--- src/rtl/fpu_issue_ctrl.sv ---
// fpu_issue_ctrl
// Decodes {funct5, rm} of an OP-FP instruction and sequences it towards the
// FPU datapath. The decoded fields are registered when an op is accepted.
// The op then completes after a latency that depends on its class: add/sub/cvt,
// mul, div/sqrt, or single-cycle for everything else.
//
// Ports
//   clk, reset         rising-edge clock, asynchronous active-high reset
//   flush              synchronous kill of the in-flight/pending op
//   in_valid/in_ready  request handshake (in_ready is combinational)
//   funct5, rm, frm    instruction fields; frm replaces rm when rm = 3'b111
//   out_valid/out_ready result handshake
//   sel, FPUAinSel     registered FPU select and A-input mux control
//   rm_eff, illegal    registered rounding mode and illegal-encoding flag
//   busy               an op is counting down its latency
//
// state | meaning
// IDLE  | no op held, ready to accept
// BUSY  | op accepted, latency counter running
// DONE  | result fields valid, waiting for out_ready
module fpu_issue_ctrl #(
    parameter int SEL_W   = 5,
    parameter int ADD_LAT = 2,
    parameter int MUL_LAT = 3,
    parameter int DIV_LAT = 12,
    parameter int CNT_W   = $clog2(DIV_LAT + 1)
) (
    input  logic             clk,
    input  logic             reset,
    input  logic             flush,
    input  logic             in_valid,
    output logic             in_ready,
    input  logic [4:0]       funct5,
    input  logic [2:0]       rm,
    input  logic [2:0]       frm,
    output logic             out_valid,
    input  logic             out_ready,
    output logic [SEL_W-1:0] sel,
    output logic             FPUAinSel,
    output logic [2:0]       rm_eff,
    output logic             illegal,
    output logic             busy
);

    typedef enum logic [1:0] {IDLE, BUSY, DONE} state_t;
    typedef enum logic [1:0] {CLS_ONE, CLS_ADD, CLS_MUL, CLS_DIV} cls_t;

    state_t           state_q, state_d;
    logic [CNT_W-1:0] cnt_q, cnt_d;
    logic [SEL_W-1:0] sel_q, sel_d;
    logic             ain_q, ain_d;
    logic [2:0]       rm_eff_q, rm_eff_d;
    logic             illegal_q, illegal_d;

    logic [4:0]       dec_sel;
    logic             dec_ain;
    logic             dec_ill;
    cls_t             dec_cls;
    logic [2:0]       dec_rm;
    logic [2:0]       rm_res;
    logic [CNT_W-1:0] dec_lat_m1;
    logic             accept;

    always_comb begin
        dec_sel = 5'd0;
        dec_ain = 1'b0;
        dec_ill = 1'b0;
        dec_cls = CLS_ONE;
        casez ({funct5, rm})
            8'b00000_???: begin dec_sel = 5'd4;  dec_cls = CLS_ADD; end
            8'b00001_???: begin dec_sel = 5'd5;  dec_cls = CLS_ADD; end
            8'b00010_???: begin dec_sel = 5'd6;  dec_cls = CLS_MUL; end
            8'b00011_???: begin dec_sel = 5'd16; dec_cls = CLS_DIV; end
            8'b01011_???: begin dec_sel = 5'd17; dec_cls = CLS_DIV; end
            8'b00101_000: dec_sel = 5'd7;
            8'b00101_001: dec_sel = 5'd8;
            8'b10100_010: dec_sel = 5'd9;
            8'b10100_001: dec_sel = 5'd10;
            8'b10100_000: dec_sel = 5'd11;
            8'b11110_???: begin dec_sel = 5'd12; dec_ain = 1'b1; end
            8'b11100_000: dec_sel = 5'd13;
            8'b11010_???: begin dec_sel = 5'd14; dec_ain = 1'b1; dec_cls = CLS_ADD; end
            8'b11000_???: begin dec_sel = 5'd15; dec_cls = CLS_ADD; end
            8'b00100_000: dec_sel = 5'd18;
            8'b00100_001: dec_sel = 5'd19;
            8'b00100_010: dec_sel = 5'd20;
            default:      dec_ill = 1'b1;
        endcase

        // Only the rounding classes see the dynamic mode; a reserved resolved
        // mode turns the op into a single-cycle illegal result.
        rm_res = (rm == 3'b111) ? frm : rm;
        dec_rm = rm;
        if (dec_cls != CLS_ONE) begin
            dec_rm = rm_res;
            if (rm_res == 3'b101 || rm_res == 3'b110) begin
                dec_ill = 1'b1;
                dec_sel = 5'd0;
                dec_ain = 1'b0;
                dec_cls = CLS_ONE;
            end
        end

        case (dec_cls)
            CLS_ADD: dec_lat_m1 = CNT_W'(ADD_LAT - 1);
            CLS_MUL: dec_lat_m1 = CNT_W'(MUL_LAT - 1);
            CLS_DIV: dec_lat_m1 = CNT_W'(DIV_LAT - 1);
            default: dec_lat_m1 = '0;
        endcase
    end

    assign in_ready = (state_q == IDLE) | ((state_q == DONE) & out_ready);
    assign accept   = in_valid & in_ready & ~flush;

    always_comb begin
        state_d   = state_q;
        cnt_d     = cnt_q;
        sel_d     = sel_q;
        ain_d     = ain_q;
        rm_eff_d  = rm_eff_q;
        illegal_d = illegal_q;

        case (state_q)
            BUSY: begin
                cnt_d = cnt_q - CNT_W'(1);
                if (cnt_q == CNT_W'(1))
                    state_d = DONE;
            end
            DONE: if (out_ready) state_d = IDLE;
            default: ;
        endcase

        // accept can only happen in IDLE or DONE&out_ready, so it overrides
        // the plain transitions above (zero-bubble back-to-back).
        if (accept) begin
            sel_d     = SEL_W'(dec_sel);
            ain_d     = dec_ain;
            rm_eff_d  = dec_rm;
            illegal_d = dec_ill;
            cnt_d     = dec_lat_m1;
            state_d   = (dec_lat_m1 == '0) ? DONE : BUSY;
        end

        // Registered fields are deliberately left holding on a flush.
        if (flush) begin
            state_d = IDLE;
            cnt_d   = '0;
        end
    end

    always_ff @(posedge clk or posedge reset) begin
        if (reset) begin
            state_q   <= IDLE;
            cnt_q     <= '0;
            sel_q     <= '0;
            ain_q     <= 1'b0;
            rm_eff_q  <= 3'b000;
            illegal_q <= 1'b0;
        end else begin
            state_q   <= state_d;
            cnt_q     <= cnt_d;
            sel_q     <= sel_d;
            ain_q     <= ain_d;
            rm_eff_q  <= rm_eff_d;
            illegal_q <= illegal_d;
        end
    end

    assign out_valid = (state_q == DONE);
    assign busy      = (state_q == BUSY);
    assign sel       = sel_q;
    assign FPUAinSel = ain_q;
    assign rm_eff    = rm_eff_q;
    assign illegal   = illegal_q;

endmodule

--- config.mk ---
export PLATFORM = sky130hd
export DESIGN_NAME = fpu_issue_ctrl
export DESIGN_NICKNAME = d
export VERILOG_FILES = /design/src/rtl/fpu_issue_ctrl.sv
export SDC_FILE = /design/constraint.sdc
export NUM_CORES = 1
export LEC_CHECK = 0
export CORE_MARGIN = 2
export CORE_UTILIZATION = 49
export CTS_CLUSTER_DIAMETER = 30
export DETAILED_ROUTE_END_ITERATION = 10
export GPL_ROUTABILITY_DRIVEN = 0
export PLACE_DENSITY_LB_ADDON = 0.3
export SLEW_MARGIN = 5
export SYNTH_ARGS = -nofsm -noshare
export SYNTH_HDL_FRONTEND = slang
export SYNTH_SLANG_ARGS = --single-unit
--- constraint.sdc ---
create_clock -name clk -period 1.6 [get_ports clk]
set_input_delay 0.32 -clock clk [delete_from_list [all_inputs] [get_ports clk]]
set_output_delay 0.32 -clock clk [all_outputs]
set_load 0.01 [all_outputs]
==> results of run 1 <==
[cells by family (layout without fill, tap and decap cells)]
| logic type | count (synthesis) | in the layout | share of synthesized area, % |
|---|---|---|---|
| muxes | 1 | 1 | 0.841 |
| DFF | 16 | 16 | 33.6 |
| adders and majority gates | 3 | 3 | 2.94 |
| buffers and inverters | 19 | 84 | 8.73 |
| AOI/OAI and AO/OA | 43 | 43 | 26.0 |
| xor gates and xnor gates | 5 | 5 | 3.68 |
| and+or+nand+nor | 56 | 56 | 24.2 |
[repair_timing]
item                                   CTS  global route
setup buffers                            2             1
endpoints found under the hold margin    0             0
setup endpoints to repair               10            12
cloned                                   0             0
gates resized for setup                 18            10
pin swaps                                3             2
[per-stage QoR]
| step | util, % | TNS, ps | cells |
|---|---|---|---|
| after CTS | 78.9 | 0 | 235 |
| after floorplan | - | 0 | 143 |
| final | 80.1 | 0 | 236 |
| after detailed placement | 76.6 | -4530 | 229 |
| after global placement | 76.6 | -3860 | 229 |
| after global routing | 80.1 | 0 | 236 |
[power groups by stage]
stage               combinational [µW]  clock [µW]  sequential [µW]
global placement                   413           0              476
global route                       474         286              477
detailed placement                 426           0              480
floorplan                          180           0              494
finish                             435         272              472
CTS                                424         272              472
[sequential cells by signal, indices dropped and copies added (netlist names)]
| name | count |
|---|---|
| cnt_q | 4 |
| rm_eff | 3 |
| sel | 5 |
| illegal | 1 |
| FPUAinSel | 1 |
| state_q | 2 |
[layout by cell type (no fill, tap or decap), types with 3 or more instances in the layout]
cell type         n
nand2_1          21
o21ai_0           4
o22ai_1           3
dfrtp_1          16
inv_1             9
clkbuf_4          3
xor2_1            3
o21ai_1           4
nand3_1           5
clkdlybuf4s50_1  14
buf_4            39
nor2_1           12
a21oi_1           7
dlygate4sd2_1    11
[tightest hold or removal path, stage by stage]
cell             delay, ps
clkdlybuf4s50_1        400
inv_1                   50
buf_4                  230
[area by class of cell]
cell class / instances / area [µm²]
Inverter: 11 / 41.3
Fill cell: 160 / 448
Timing Repair Buffer: 69 / 582
Tap cell: 28 / 35.0
Multi-Input combinational cell: 108 / 712
Sequential cell: 16 / 400
Clock buffer: 4 / 36.3
[routing by layer]
layer	vias to the layer above	routed length [µm]	global-route usage, %
li1	643	-	-
met4	0	57	10.3
met3	8	177	1.41
met1	629	1470	30.1
met5	-	0	0
met2	55	1800	50.2
[worst paths after layout]
path / endpoint / depth (start not counted) / slack [ps]
worst max-delay path: FPUAinSel / 1 / 70
worst min-delay path: rm_eff[0] / 3 / 340
worst max register to register: state_q[0] / 6 / 120
worst min register to register: rm_eff[1] / 2 / 490
max in group asynchronous: illegal / 3 / 1070
min in group clk: rm_eff[1] / 2 / 490
==> results.txt, run 1 <==
Worst-Skew Late Latency: 290 ps
Initial Util: 52.8%
Worst Hold Class: in -> async
Ys flop type: dfrtp_1
Max_cap viols: 0
Cts-stage hold buffer count: 0
Top-count cell post-synth: nand2_1
Crit-path cells: clkdlybuf4s50_1
CP max stage cell: clkdlybuf4s50_1
Ant diodes: 0
ANT nets after route: 0
DR iter-0 viols: 43
DP Worst Slack: -401 ps
H-tree depth: 1
Switch Pwr: 363 µW
Largest net degree at the start of global routing: 17
Worst-Margin Slew: 399 ps
Routed wire length: 3500 µm
# setup viols final: 0
Core ar.: 2250 µm²
Final hold slack: 340 ps
Endpoint type of the worst setup path: output port
Worst EP arrival: 1210 ps
Area grow syn2layout: 51.8%
Setup ws final: 66.6 ps
Die X: 53.3 µm
Power share of the clock group: 23.0%
DR pass1 iterations: 5
Die H: 53.3 µm
IO Port Bufs: 28
Critical path fanouts, max: 2
Fmax: 0.652 GHz
GRT Util Overall: 26.4%
Largest area contributor in the netlist: dfrtp_1
Netlist area before placement: 1190 µm²
Sequential group share of total power: 40.1%
Max incr delay on CP: 550 ps
Row cnt: 17
Final std cell area, no fill: 1810 µm²
Post-synth net total: 161
CTS Sinks: 16
Synth warn: 0
EDFF count, synth: 0
Flops & latches, synth: 16
Overflow after GRT: 0
DRC: 0
Total CTS buffers: 3
Area share of the largest cell type after synthesis: 33.6%
Ports: 29
RSZ-0062 raised after global routing: false
Root buf cell: clkbuf_4
Outcome: completed
Setup CP Type: reg -> out
Worst clock skew: 4.11 ps
Share of layout cells above drive strength 1: 30.3%
Power Internal: 816 µW
Combinational share of power: 36.9%
Distinct cells, synth: 48
PwrDens: 652 nW/µm²
Antenna violations before repair: 0
Routed len/inst: 14.8 µm
Number of global-route vias before repair: 1306
Final HPWL DP: 2700 µm
R2r startpoint: state_q[0]
Minimum clock period: 1530 ps
Crit path max-delay family: buffers and inverters
Maximum VDD drop: 490 µV
Buf/Inv on CP: 1
Final Hold Vio Count: 0
Largest cells by area after synthesis: dfrtp_1 34%, nand2_1 6.9%, nor2_1 4.1%
Overall Power: 1180 µW
DR vias: 1335
Max-slew violation count: 0
Startpoint Class: flip-flop
Reg clk slew, reported paths: 100 ps
Post-Place Cell Area: 1730 µm²
Slew HR: 73.0%
Post-Syn Area per Cell: 8.32 µm²
Leakage: 0.000847 µW
Critical Path RT: 1280 ps
Clock Tree Buf Depth: 2
Final net count: 227
Post-Synthesis Cells: 143
Asr flop ratio synth: 100%
Die area: 2840 µm²
CTS tree: yes
Tcrit/Tclk final: 95.8%
Register area share after synthesis: 33.6%
Synth cell count leaders: 22 x nand2_1, 16 x dfrtp_1, 13 x nor2_1
Via density: 5.66
First-pass GRT wire length: 5480 µm
Worst setup startpoint: FPUAinSel
Sw Ratio: 30.8%
Power figures use the tool's default switching activity.
==> run 2: changes to the inputs <==
--- a/config.mk
+++ b/config.mk
@@ -11,6 +11,7 @@
 export DETAILED_ROUTE_END_ITERATION = 10
 export GPL_ROUTABILITY_DRIVEN = 0
 export PLACE_DENSITY_LB_ADDON = 0.3
+export SKIP_CTS_REPAIR_TIMING = 1
 export SLEW_MARGIN = 5
 export SYNTH_ARGS = -nofsm -noshare
 export SYNTH_HDL_FRONTEND = slang
==> run 2 against run 1 <==
First-iteration DRC count fell by 4.7%. Via count rose by 1.3%. Worst setup slack improved by 11 ps. Global-route usage fell by 1.3 points. Routed wire length rose by 5.6%. Sequential power barely moved. Sequential share of layout area fell by 0.88 points. Critical path type unchanged.
==> results.txt, run 2 (same netlist as run 1, synthesis figures left out) <==
Worst-Skew Late Latency: 280 ps (about the same)
Commonest non-fill, non-tap cell in the layout: buf_4
Crit path max-delay family: buffers and inverters
Worst Hold Class: in -> async
Ports: 29 (unchanged)
Reg-to-reg slack, setup: 160 ps (+40 ps)
Slew HR: 75.1% (+2.1 points)
Core ar.: 2250 µm² (unchanged)
Root buf cell: clkbuf_4
Ant diodes: 0 (unchanged)
RR Endpoint: sel[4]
DR iter-0 viols: 41 (-4.7%)
Startpoint Class: flip-flop
ANT nets after route: 0 (unchanged)
Overflow after GRT: 0 (unchanged)
RSZ-0062 raised after global routing: false
Tcrit/Tclk final: 95.2% (-0.69 points)
Most frequent cells in the layout: 37 x buf_4, 21 x nand2_1, 16 x dfrtp_1, 15 x clkdlybuf4s50_1, 13 x dlymetal6s2s_1
Row cnt: 17 (unchanged)
Die X: 53.3 µm (unchanged)
R2r startpoint: state_q[0]
Share of layout cells above drive strength 1: 31.1% (+0.78 points)
Crit-path cells: clkdlybuf4s50_1
CTS Sinks: 16 (unchanged)
DRC: 0 (unchanged)
CP max stage cell: clkdlybuf4s50_1
Antenna violations before repair: 0 (unchanged)
Critical Path RT: 1280 ps (about the same)
Routed len/inst: 15.8 µm (+6.5%)
Setup CP Type: reg -> out
Max reg flops: 5 (unchanged)
DR vias: 1352 (+1.3%)
Leakage: 0.000941 µW (+11%)
Number of global-route vias before repair: 1287 (-1.5%)
Die H: 53.3 µm (unchanged)
IO Port Bufs: 28 (unchanged)
Buf/Inv on CP: 1 (unchanged)
DR pass1 iterations: 4 (-1)
# setup viols final: 0 (unchanged)
Fmax: 0.657 GHz (+0.72%)
Max_cap viols: 0 (unchanged)
First-pass GRT wire length: 5230 µm (-4.5%)
Worst clock skew: 4.37 ps (+0.260 ps)
H-tree depth: 1 (unchanged)
Reg clk slew, reported paths: 100 ps (about the same)
R2R depth: 5 (-1)
Outcome: completed
GRT Util Overall: 25.1% (-1.3 points)
Total CTS buffers: 3 (unchanged)
Minimum clock period: 1520 ps (-11.0 ps)
Critical path fanouts, max: 2 (unchanged)
Final net count: 225 (-0.88%)
Setup ws final: 77.6 ps (+11.0 ps)
Worst EP arrival: 1200 ps (about the same)
Die area: 2840 µm² (unchanged)
CTS tree: yes
Largest net degree at the start of global routing: 17 (unchanged)
DP Worst Slack: -401 ps (unchanged)
Routed wire length: 3700 µm (+5.6%)
Final hold slack: 346 ps (+5.95 ps)
Clock Tree Buf Depth: 2 (unchanged)
Endpoint type of the worst setup path: output port
Max incr delay on CP: 540 ps (about the same)
Maximum VDD drop: 500 µV (+2.0%)
Final HPWL DP: 2700 µm (unchanged)
Via density: 5.78 (+2.1%)
Initial Util: 52.8% (unchanged)
PwrDens: 637 nW/µm² (-2.4%)
Final Hold Vio Count: 0 (unchanged)
Max-slew violation count: 0 (unchanged)
Area grow syn2layout: 58.1%
Worst-Margin Slew: 369 ps (-30.6 ps)
-- run 2: worst max path at each step --
stage	start	endpoint	cells past startpoint
after CTS	state_q[1]	busy	4
after global routing	rm_eff[2]	rm_eff[2]	1
after global placement	rm[0]	state_q[1]	6
final	illegal	illegal	1
after floorplan	frm[0]	state_q[1]	5
after detailed placement	funct5[0]	rm_eff[0]	7
-- run 2: area by class of cell --
| class | count | area [µm²] |
|---|---|---|
| clock buffers | 4 | 36.3 |
| fillers | 140 | 373 |
| inverters | 11 | 41.3 |
| multi-input cells | 108 | 756 |
| flip-flops and latches | 16 | 400 |
| well taps | 28 | 35.0 |
| repair buffers | 67 | 613 |
-- run 2: where the power goes --
| part | leakage [µW] | switching (µW) | total (µW) | internal [µW] |
|---|---|---|---|---|
| Combinational | 0.000710 | 215 | 457 | 241 |
| Clock | 0.0000210 | 131 | 270 | 138 |
| Sequential | 0.000210 | 26.0 | 473 | 447 |
-- run 2: metrics by stage --
step           power (µW)  area (µm²)  TNS [ps]  cells  utilization (%)
4_1_cts              1170        1760     -1000    233             78.2
6_report             1200        1880         0    234             83.5
5_1_grt              1250        1880         0    234             83.5
2_1_floorplan         674        1190         0    143                -
3_3_place_gp          889        1730     -3860    229             76.6
3_5_place_dp          906        1730     -4530    229             76.6
-- run 2: layer usage --
layer,track usage (%),part of all wire (%),vias up
li1,-,-,638
met2,47.5,53,57
met1,28.6,41,647
met3,1.41,4.3,10
met4,10.3,1.9,0
met5,0,0,-
==> run 3: changes to the inputs <==
--- a/config.mk
+++ b/config.mk
@@ -5,8 +5,11 @@
 export SDC_FILE = /design/constraint.sdc
 export NUM_CORES = 1
 export LEC_CHECK = 0
+export CAP_MARGIN = 30
+export CORE_ASPECT_RATIO = 0.8
 export CORE_MARGIN = 2
-export CORE_UTILIZATION = 49
+export CORE_UTILIZATION = 51
+export CTS_BUF_LIST = sky130_fd_sc_hd__clkbuf_8
 export CTS_CLUSTER_DIAMETER = 30
 export DETAILED_ROUTE_END_ITERATION = 10
 export GPL_ROUTABILITY_DRIVEN = 0
==> run 3 against run 2 <==
The flow now finishes with violations (negative setup slack). Non-clock buffer count fell by 2. Hold slack improved by 26 ps. Global-route usage rose by 3.9 points. Core utilization rose by 3.1 points. Register-to-register slack got worse by 190 ps.
==> results.txt, run 3 (same netlist as run 1, synthesis figures left out) <==
Outcome: finished with violations
Failing checks: negative setup slack
Setup CP Type: reg -> reg
Root buf cell: clkbuf_8
Sw Ratio: 31.0% (-0.065 points)
Minimum clock period: 1630 ps (+109 ps)
IO Port Bufs: 28 (unchanged)
Area grow syn2layout: 58.5%
Routed wire length: 4430 µm (+20%)
Worst clock skew: 1.10 ps (-3.28 ps)
Antenna violations before repair: 0 (unchanged)
Leakage: 0.000946 µW (+0.56%)
Cell Count, Final, Fillers Out: 229 (-2.1%)
Reg area: 400 µm² (unchanged)
Reg clk slew, reported paths: 70 ps (-30 ps)
Placed instance count: 222 (-3.1%)
Overall Power: 1310 µW (+9.5%)
Die area: 2740 µm² (-3.6%)
Fillcell total: 109 (-22%)
Max reg flops: 5 (unchanged)
Die H: 47.2 µm (-11%)
Via density: 6.43 (+11%)
R2R depth: 6 (+1)
DR vias: 1473 (+8.9%)
Startpoint Class: flip-flop
Max-slew violation count: 0 (unchanged)
Maximum VDD drop: 666 µV (+33%)
Critical path fanouts, max: 6 (+4)
Worst-Skew Late Latency: 250 ps (-30 ps)
Core ar.: 2180 µm² (-3.4%)
Setup ws final: -31.3 ps (-109 ps)
Ports: 29 (unchanged)
Most frequent cells in the layout: 34 x buf_4, 21 x nand2_1, 16 x dfrtp_1, 14 x clkdlybuf4s50_1, 14 x dlymetal6s2s_1
Initial Util: 54.7% (+1.9 points)
Number of global-route vias before repair: 1252 (-2.7%)
First-pass GRT wire length: 5900 µm (+13%)
Share of layout cells above drive strength 1: 30.9% (-0.19 points)
Combinational share of power: 36.2% (-1.9 points)
Tcrit/Tclk final: 102% (+6.8 points)
Sequential group share of total power: 35.9% (-3.5 points)
Worst-Margin Slew: 505 ps (+137 ps)
Switch Pwr: 407 µW (+9.3%)
Worst Hold Class: in -> async
Endpoint type of the worst setup path: flip-flop
Commonest non-fill, non-tap cell in the layout: buf_4
Slew HR: 65.8% (-9.2 points)
CTS Sinks: 16 (unchanged)
DR iter-0 viols: 119 (+190%)
PwrDens: 696 nW/µm² (+9.3%)
Total CTS buffers: 3 (unchanged)
Largest net degree at the start of global routing: 17 (unchanged)
ANT nets after route: 0 (unchanged)
Ant diodes: 0 (unchanged)
Fmax: 0.613 GHz (-6.7%)
Final hold slack: 372 ps (+25.6 ps)
Overflow after GRT: 0 (unchanged)
Final std cell area, no fill: 1890 µm² (+0.20%)
Worst EP arrival: 1770 ps (+570 ps)
Post-Place Cell Area: 1690 µm² (-2.0%)
GRT Util Overall: 28.9% (+3.9 points)
DR pass1 iterations: 5 (+1)
# setup viols final: 2 (+2)
Die X: 58.0 µm (+8.9%)
Critical Path RT: 1740 ps (+460 ps)
DRC: 0 (unchanged)
Power share of the clock group: 27.9% (+5.4 points)
CTS tree: yes
Row cnt: 15 (-2)
H-tree depth: 1 (unchanged)
Clock Tree Buf Depth: 2 (unchanged)
Routed len/inst: 19.3 µm (+22%)
Max_cap viols: 0 (unchanged)
Area occupied by multi-input gates: 753 µm² (-0.33%)
Power Internal: 906 µW (+9.6%)
Final HPWL DP: 2710 µm (+0.59%)
Final Hold Vio Count: 0 (unchanged)
Final net count: 223 (-0.89%)
run 3: final cells by class:
cell class | count | area share, %
flip-flops and latches | 16 | 21.2
clock buffers | 4 | 2.92
inverters | 11 | 2.19
repair buffers | 65 | 32.1
well taps | 25 | 1.66
multi-input cells | 108 | 39.9
run 3: through the flow:
| step | utilization [%] | setup TNS (ps) | setup WS, ps |
|---|---|---|---|
| after global placement | 77.8 | -3920 | -385 |
| after global routing | 86.6 | -160 | -82.7 |
| after floorplan | - | 0 | 187 |
| after CTS | 80.3 | -2010 | -230 |
| after detailed placement | 77.8 | -4850 | -448 |
| final | 86.6 | -58.6 | -31.3 |
run 3: power groups by stage:
stage	clock network (µW)	logic, µW	registers, µW
after CTS	362	428	472
after detailed placement	0	420	479
final	366	475	472
after floorplan	0	180	494
after global placement	0	406	475
after global routing	379	502	478
run 3: worst max-delay path, stage by stage (launching register included):
cell	delay, ps
dfrtp_1	380
inv_2	100
nand2_1	110
buf_4	160
nor4b_1	480
nand2b_1	220
a21oi_2	70
run 3: routing by layer:
| metal | GRT usage, % | vias to the layer above | wire length (µm) |
|---|---|---|---|
| met4 | 8.37 | 0 | 236 |
| met1 | 36.3 | 685 | 1730 |
| li1 | - | 635 | - |
| met2 | 51.1 | 116 | 2040 |
| met5 | 0 | - | 0 |
| met3 | 6.61 | 37 | 422 |
run 3: final timing paths:
path                            start    endpoint  slack, ps
hold / removal                  reset   rm_eff[2]        370
max in group asynchronous       reset     illegal       1050
hold reg to reg             FPUAinSel   FPUAinSel        480
setup / recovery           state_q[1]  state_q[0]        -30
min in group clk            FPUAinSel   FPUAinSel        480
setup reg to reg           state_q[1]  state_q[0]        -30
